File: src/rtl/kronos_execute.sv
// Kronos RV32I execute stage: ALU/comparator result (result1), op3+op4 adder
// (result2), and the registered EX/WB packet with decode controls passed through.
// Shifts run iteratively, SHIFT_STEP bits per cycle, unless the optional
// single-cycle barrel shifter is enabled with `define KRONOS_EX_FAST_SHIFT_EN.
//
// state  | meaning
// -------+-------------------------------------------------------------
// STEADY | idle or holding an output packet; may accept a new packet
// SHIFT  | iterative shift in progress; input stalled, output invalid
module kronos_execute #(
  parameter int SHIFT_STEP = 1
) (
  input  logic        clk,
  input  logic        rstz,
  input  logic        flush,
  input  logic        pipe_in_vld,
  output logic        pipe_in_rdy,
  input  logic [31:0] op1,
  input  logic [31:0] op2,
  input  logic [31:0] op3,
  input  logic [31:0] op4,
  input  logic [3:0]  aluop,
  input  logic [4:0]  rd,
  input  logic        rd_write,
  input  logic        branch,
  input  logic        branch_cond,
  input  logic        ld,
  input  logic        st,
  input  logic        system,
  input  logic        is_illegal,
  input  logic [2:0]  funct3,
  output logic        pipe_out_vld,
  input  logic        pipe_out_rdy,
  output logic [31:0] result1,
  output logic [31:0] result2,
  output logic [4:0]  ex_rd,
  output logic        ex_rd_write,
  output logic        ex_branch,
  output logic        ex_branch_cond,
  output logic        ex_ld,
  output logic        ex_st,
  output logic        ex_system,
  output logic [2:0]  ex_funct3,
  output logic        ex_is_illegal
);

  localparam logic [0:0] STEADY = 1'b0;
  localparam logic [0:0] SHIFT  = 1'b1;

  localparam logic [3:0] OP_ADD  = 4'd0;
  localparam logic [3:0] OP_SUB  = 4'd1;
  localparam logic [3:0] OP_AND  = 4'd2;
  localparam logic [3:0] OP_OR   = 4'd3;
  localparam logic [3:0] OP_XOR  = 4'd4;
  localparam logic [3:0] OP_SLT  = 4'd5;
  localparam logic [3:0] OP_SLTU = 4'd6;
  localparam logic [3:0] OP_SLL  = 4'd7;
  localparam logic [3:0] OP_SRL  = 4'd8;
  localparam logic [3:0] OP_SRA  = 4'd9;
  localparam logic [3:0] OP_EQ   = 4'd10;
  localparam logic [3:0] OP_NE   = 4'd11;
  localparam logic [3:0] OP_GE   = 4'd12;
  localparam logic [3:0] OP_GEU  = 4'd13;

  localparam logic [1:0] SH_LL = 2'd0;
  localparam logic [1:0] SH_RL = 2'd1;
  localparam logic [1:0] SH_RA = 2'd2;

  localparam logic [4:0] STEP = 5'(SHIFT_STEP);

`ifdef KRONOS_EX_FAST_SHIFT_EN
  localparam logic ITER_SHIFT = 1'b0;
`else
  localparam logic ITER_SHIFT = 1'b1;
`endif

  logic [0:0]  state;
  logic [31:0] alu_out;
  logic [31:0] shreg;
  logic [31:0] shnext;
  logic [4:0]  remaining;
  logic [4:0]  step;
  logic [1:0]  sh_op;
  logic        accept;
  logic        is_shift_op;
  logic        go_shift;
  logic        last_step;

  assign pipe_in_rdy = (state == STEADY) & (~pipe_out_vld | pipe_out_rdy);
  assign accept      = pipe_in_vld & pipe_in_rdy;
  assign is_shift_op = (aluop == OP_SLL) | (aluop == OP_SRL) | (aluop == OP_SRA);
  // Zero-amount and illegal shifts take the single-cycle path.
  assign go_shift    = ITER_SHIFT & is_shift_op & ~is_illegal & (op2[4:0] != 5'd0);

  // Single-cycle ALU/comparator; iterative-mode shifts pass op1 (shamt=0 case).
  always_comb begin
    alu_out = op1;
    case (aluop)
      OP_ADD:  alu_out = op1 + op2;
      OP_SUB:  alu_out = op1 - op2;
      OP_AND:  alu_out = op1 & op2;
      OP_OR:   alu_out = op1 | op2;
      OP_XOR:  alu_out = op1 ^ op2;
      OP_SLT:  alu_out = {31'b0, $signed(op1) < $signed(op2)};
      OP_SLTU: alu_out = {31'b0, op1 < op2};
`ifdef KRONOS_EX_FAST_SHIFT_EN
      OP_SLL:  alu_out = op1 << op2[4:0];
      OP_SRL:  alu_out = op1 >> op2[4:0];
      OP_SRA:  alu_out = 32'($signed(op1) >>> op2[4:0]);
`endif
      OP_EQ:   alu_out = {31'b0, op1 == op2};
      OP_NE:   alu_out = {31'b0, op1 != op2};
      OP_GE:   alu_out = {31'b0, $signed(op1) >= $signed(op2)};
      OP_GEU:  alu_out = {31'b0, op1 >= op2};
      default: alu_out = op1;
    endcase
  end

  // One shift step: min(STEP, remaining) bits; SRA keeps replicating the sign.
  always_comb begin
    step      = (remaining < STEP) ? remaining : STEP;
    last_step = (remaining <= STEP);
    case (sh_op)
      SH_LL:   shnext = shreg << step;
      SH_RL:   shnext = shreg >> step;
      default: shnext = 32'($signed(shreg) >>> step);
    endcase
  end

  // Pipeline register and shift FSM; flush outranks accept, completion and hold.
  always_ff @(posedge clk or negedge rstz) begin
    if (!rstz) begin
      state          <= STEADY;
      shreg          <= 32'd0;
      remaining      <= 5'd0;
      sh_op          <= SH_LL;
      pipe_out_vld   <= 1'b0;
      result1        <= 32'd0;
      result2        <= 32'd0;
      ex_rd          <= 5'd0;
      ex_rd_write    <= 1'b0;
      ex_branch      <= 1'b0;
      ex_branch_cond <= 1'b0;
      ex_ld          <= 1'b0;
      ex_st          <= 1'b0;
      ex_system      <= 1'b0;
      ex_funct3      <= 3'd0;
      ex_is_illegal  <= 1'b0;
    end else if (flush) begin
      state        <= STEADY;
      pipe_out_vld <= 1'b0;
    end else if (state == SHIFT) begin
      shreg     <= shnext;
      remaining <= remaining - step;
      if (last_step) begin
        result1      <= shnext;
        pipe_out_vld <= 1'b1;
        state        <= STEADY;
      end
    end else if (accept) begin
      result2        <= op3 + op4;
      ex_rd          <= rd;
      ex_rd_write    <= rd_write;
      ex_branch      <= branch;
      ex_branch_cond <= branch_cond;
      ex_ld          <= ld;
      ex_st          <= st;
      ex_system      <= system;
      ex_funct3      <= funct3;
      ex_is_illegal  <= is_illegal;
      if (go_shift) begin
        state        <= SHIFT;
        shreg        <= op1;
        remaining    <= op2[4:0];
        sh_op        <= (aluop == OP_SLL) ? SH_LL : (aluop == OP_SRL) ? SH_RL : SH_RA;
        pipe_out_vld <= 1'b0;
      end else begin
        result1      <= alu_out;
        pipe_out_vld <= 1'b1;
      end
    end else if (pipe_out_rdy) begin
      pipe_out_vld <= 1'b0;
    end
  end

endmodule
File: config.mk
export PLATFORM = sky130hd
export DESIGN_NAME = kronos_execute
export DESIGN_NICKNAME = d
export VERILOG_FILES = /design/src/rtl/kronos_execute.sv
export SDC_FILE = /design/constraint.sdc
export NUM_CORES = 1
export LEC_CHECK = 0
export BUFFER_PORTS_ARGS = -buffer_cell sky130_fd_sc_hd__buf_2
export CAP_MARGIN = 20
export CORE_ASPECT_RATIO = 1.25
export CORE_MARGIN = 1
export CORE_UTILIZATION = 40
export CTS_CLUSTER_SIZE = 12
export DETAILED_ROUTE_END_ITERATION = 6
export HOLD_SLACK_MARGIN = 0.06
export PLACE_DENSITY_LB_ADDON = 0.1
export SLEW_MARGIN = 20
export SYNTH_ARGS = -nofsm -noshare
export SYNTH_HDL_FRONTEND = slang
export SYNTH_SLANG_ARGS = --single-unit
File: constraint.sdc
create_clock -name clk -period 2 [get_ports clk]
set_input_delay 0.4 -clock clk [delete_from_list [all_inputs] [get_ports clk]]
set_output_delay 0.4 -clock clk [all_outputs]
set_load 0.02 [all_outputs]
==> metrics.yaml <==
clock_network:
  clk_pin_slew_ns: 0.06
  cts_sinks: 120
  cts_buffer_depth: 2
  htree_levels: 4
  cts_tree: "built"
  clockRootBuffer: "clkbuf_16"
  cts_made_buffers: 17
  clk_latency_ns: 0.44
sta:
  finalSetupTns_ns: -23.47
  grt_setup_unrepaired: "yes"
  fin_skew_ns: 0.0120
  setup-violations-final: 48
  layout_min_cycle_time_ns: 2.98
  max-slew-margin-rel_pct: 51.6
  worstMarginPinSlew_ns: 0.726
  timing.fmax_mhz: 336
  setup_ws_ns: -0.980
  hold_ws_ns: 0.143
  fin_crit_sh_pct: 149
  hold_viol_final: 0
  final_max_slew_viol_count: 0
worst_setup_path:
  path_delay_family: "compound AO/OA/AOI/OAI gates"
  critical_path.cell_chain: "buf_8, clkinvlp_4, buf_6, fa_2, nor2b_4, o21a_1, or2_4, a211o_1, a21oi_2, o21a_1, o41a_1, xnor2_1, o221ai_1, a311oi_1, o221ai_1"
  required_ns: 2.31
  path_class: "input port to register"
  worstPathMaxFanout: 4
  crit_path_start_kind: "input port"
  critPathCaptureType: "register"
  slowest_delay_ns: 0.35
  cpMaxStageDelayCell: "fa_2"
  path_buf_inv: 3
  worstPathArrival_ns: 3.29
outcome:
  violations: "negative setup slack"
  status: "finished with violations"
global_routing:
  grt_overflow: 0
  grt_pass1_vias: 15700
  grt_use_total_pct: 36.1
  antenna_found_initial: 2
  grt_max_degree: 76
  grt_first_pass_wirelength_um: 87500
run:
  maxCapViolations: 0
layout:
  fillCellCount: 2638
  fin_nets: 2679
  area_growth_pct: 66.8
  seq_area_sq_um: 3000
  layout_commonest_cell: "buf_4"
  drive_above_1_share_pct: 46.0
  multi_input_comb_area_sq_um: 10100
  fin_cells: 2811
  mostFrequentLayoutCells: "546 x buf_4, 220 x buf_2, 192 x nand2_1"
logic_synthesis:
  yosysUniqueCellTypes: 88
  yosys_most_used_dff: "dfrtp_1"
  yosys_warnings: 0
  synth_edf_count: 0
  netlist_instances: 1648
  async_flop_share_pct: 100
  ys_ff_latch: 120
  syn_area_sq_um: 12500
  yosysSeqAreaShare_pct: 24.1
  syn_avg_cell_area_sq_um: 7.56
  syn_nets: 1931
place:
  gp_congestion: 0.941
  place_hpwl_um: 45600
  numPortBuffers: 232
  dp.cells: 2714
  dp_slack_ns: -1.50
route:
  first_pass_iters: 7
  viasPerCell: 5.61
  drtIter0Drc: 984
  wirelength_um: 58900
  vias: 15800
  drc: 0
  ant_nets: 0
  wl_per_cell_um: 21.0
die:
  core-area_sq_um: 30400
  floorplan.io_pins: 233
  start_util_pct: 41.0
  rows: 71
  fp.dieH_um: 199
  die_w_um: 160
  die_area_sq_um: 31800
pwr:
  vdd_drop_max_mv: 0.553
  power_density_nw_per_um2: 723
  power_leakage_nw: 10.1
min_path:
  hp-class: "input port to register"
-- worst reg2reg max path, delay by kind of cell, from the launching register on --
| family | cells | cell delay (ns) |
|---|---|---|
| AND/OR/NAND/NOR | 2 | 0.74 |
| AO/OA/AOI/OAI | 4 | 0.98 |
| flip-flops | 1 | 0.38 |
-- logic make-up after synthesis --
family          share of synthesized area, %
compound gates                          31.1
buf+inv                                 6.84
simple gates                            18.7
flops                                   24.1
xor+xnor                                3.02
fa+ha+maj                               13.3
mux                                     2.90
-- metrics by stage --
stage                     power, W  util (%)  cell area (sq um)
after floorplan            0.00717         -              12900
after global placement      0.0101      60.1              18300
after detailed placement    0.0102      60.1              18300
after CTS                   0.0144      65.2              19800
after global routing        0.0158      68.3              20800
final                       0.0150      68.3              20800
-- path summary, 6_finish.rpt --
check,start,to,slack (ns),cells after the start
max,op2[1],result1[22],-0.98,15
min,rd_write,ex_rd_write,0.14,3
max reg2reg,remaining[1],result1[0],-0.24,6
min reg2reg,ex_rd[0],ex_rd[0],0.47,2
max in group asynchronous,rstz,result1[0],0.85,3
min in group asynchronous,rstz,shreg[7],0.52,2
-- timing repair --
item,4_1_cts,5_1_grt
setup buffers,39,44
cloned,2,1
setup endpoints to repair,63,69
pin swaps,84,141
resized for setup,143,171
hold buffers,1,0
hold endpoints to repair,41,0
-- power breakdown --
group          total (W)  switching (W)  internal [W]
combinational    0.00753        0.00407       0.00346
sequential       0.00377       0.000640       0.00313
clock            0.00370        0.00132       0.00238
total             0.0150        0.00603       0.00898
-- cells in the mapped netlist, types with 26 or more instances --
cell	number	area share, %
ha_1	128	13
inv_1	107	3.2
dfrtp_1	120	24
nor2_1	146	4.4
nand3_1	38	1.5
nand2_1	203	6.1
clkbuf_1	66	2.0
mux2i_1	26	2.1
o21ai_0	169	6.8
xnor2_1	28	2.0
a21oi_1	156	6.3
o211ai_1	26	1.6
-- routing by layer --
layer | global-route usage (%) | routed length, um
met1 | 38.8 | 22100
met5 | 0 | 0
met2 | 66.6 | 29800
met3 | 4.86 | 2860
met4 | 23.3 | 4050
-- registers in the layout, summed over array words and instances (netlist names), 2 cells and up --
name / cells
result1: 32
result2: 32
shreg: 32
ex_rd: 5
remaining: 5
ex_funct3: 3
sh_op: 2
-- cell type report --
type / instances / share of cell area [%]
clock buffer: 18 / 2.12
multi-input combinational: 1319 / 48.4
antenna: 2 / 0.0241
timing repair buffer: 829 / 29.2
sequential: 120 / 14.5
clock inverter: 13 / 1.16
tap: 401 / 2.42
inverter: 109 / 2.16
No activity file was read; power rests on OpenSTA's default activity.
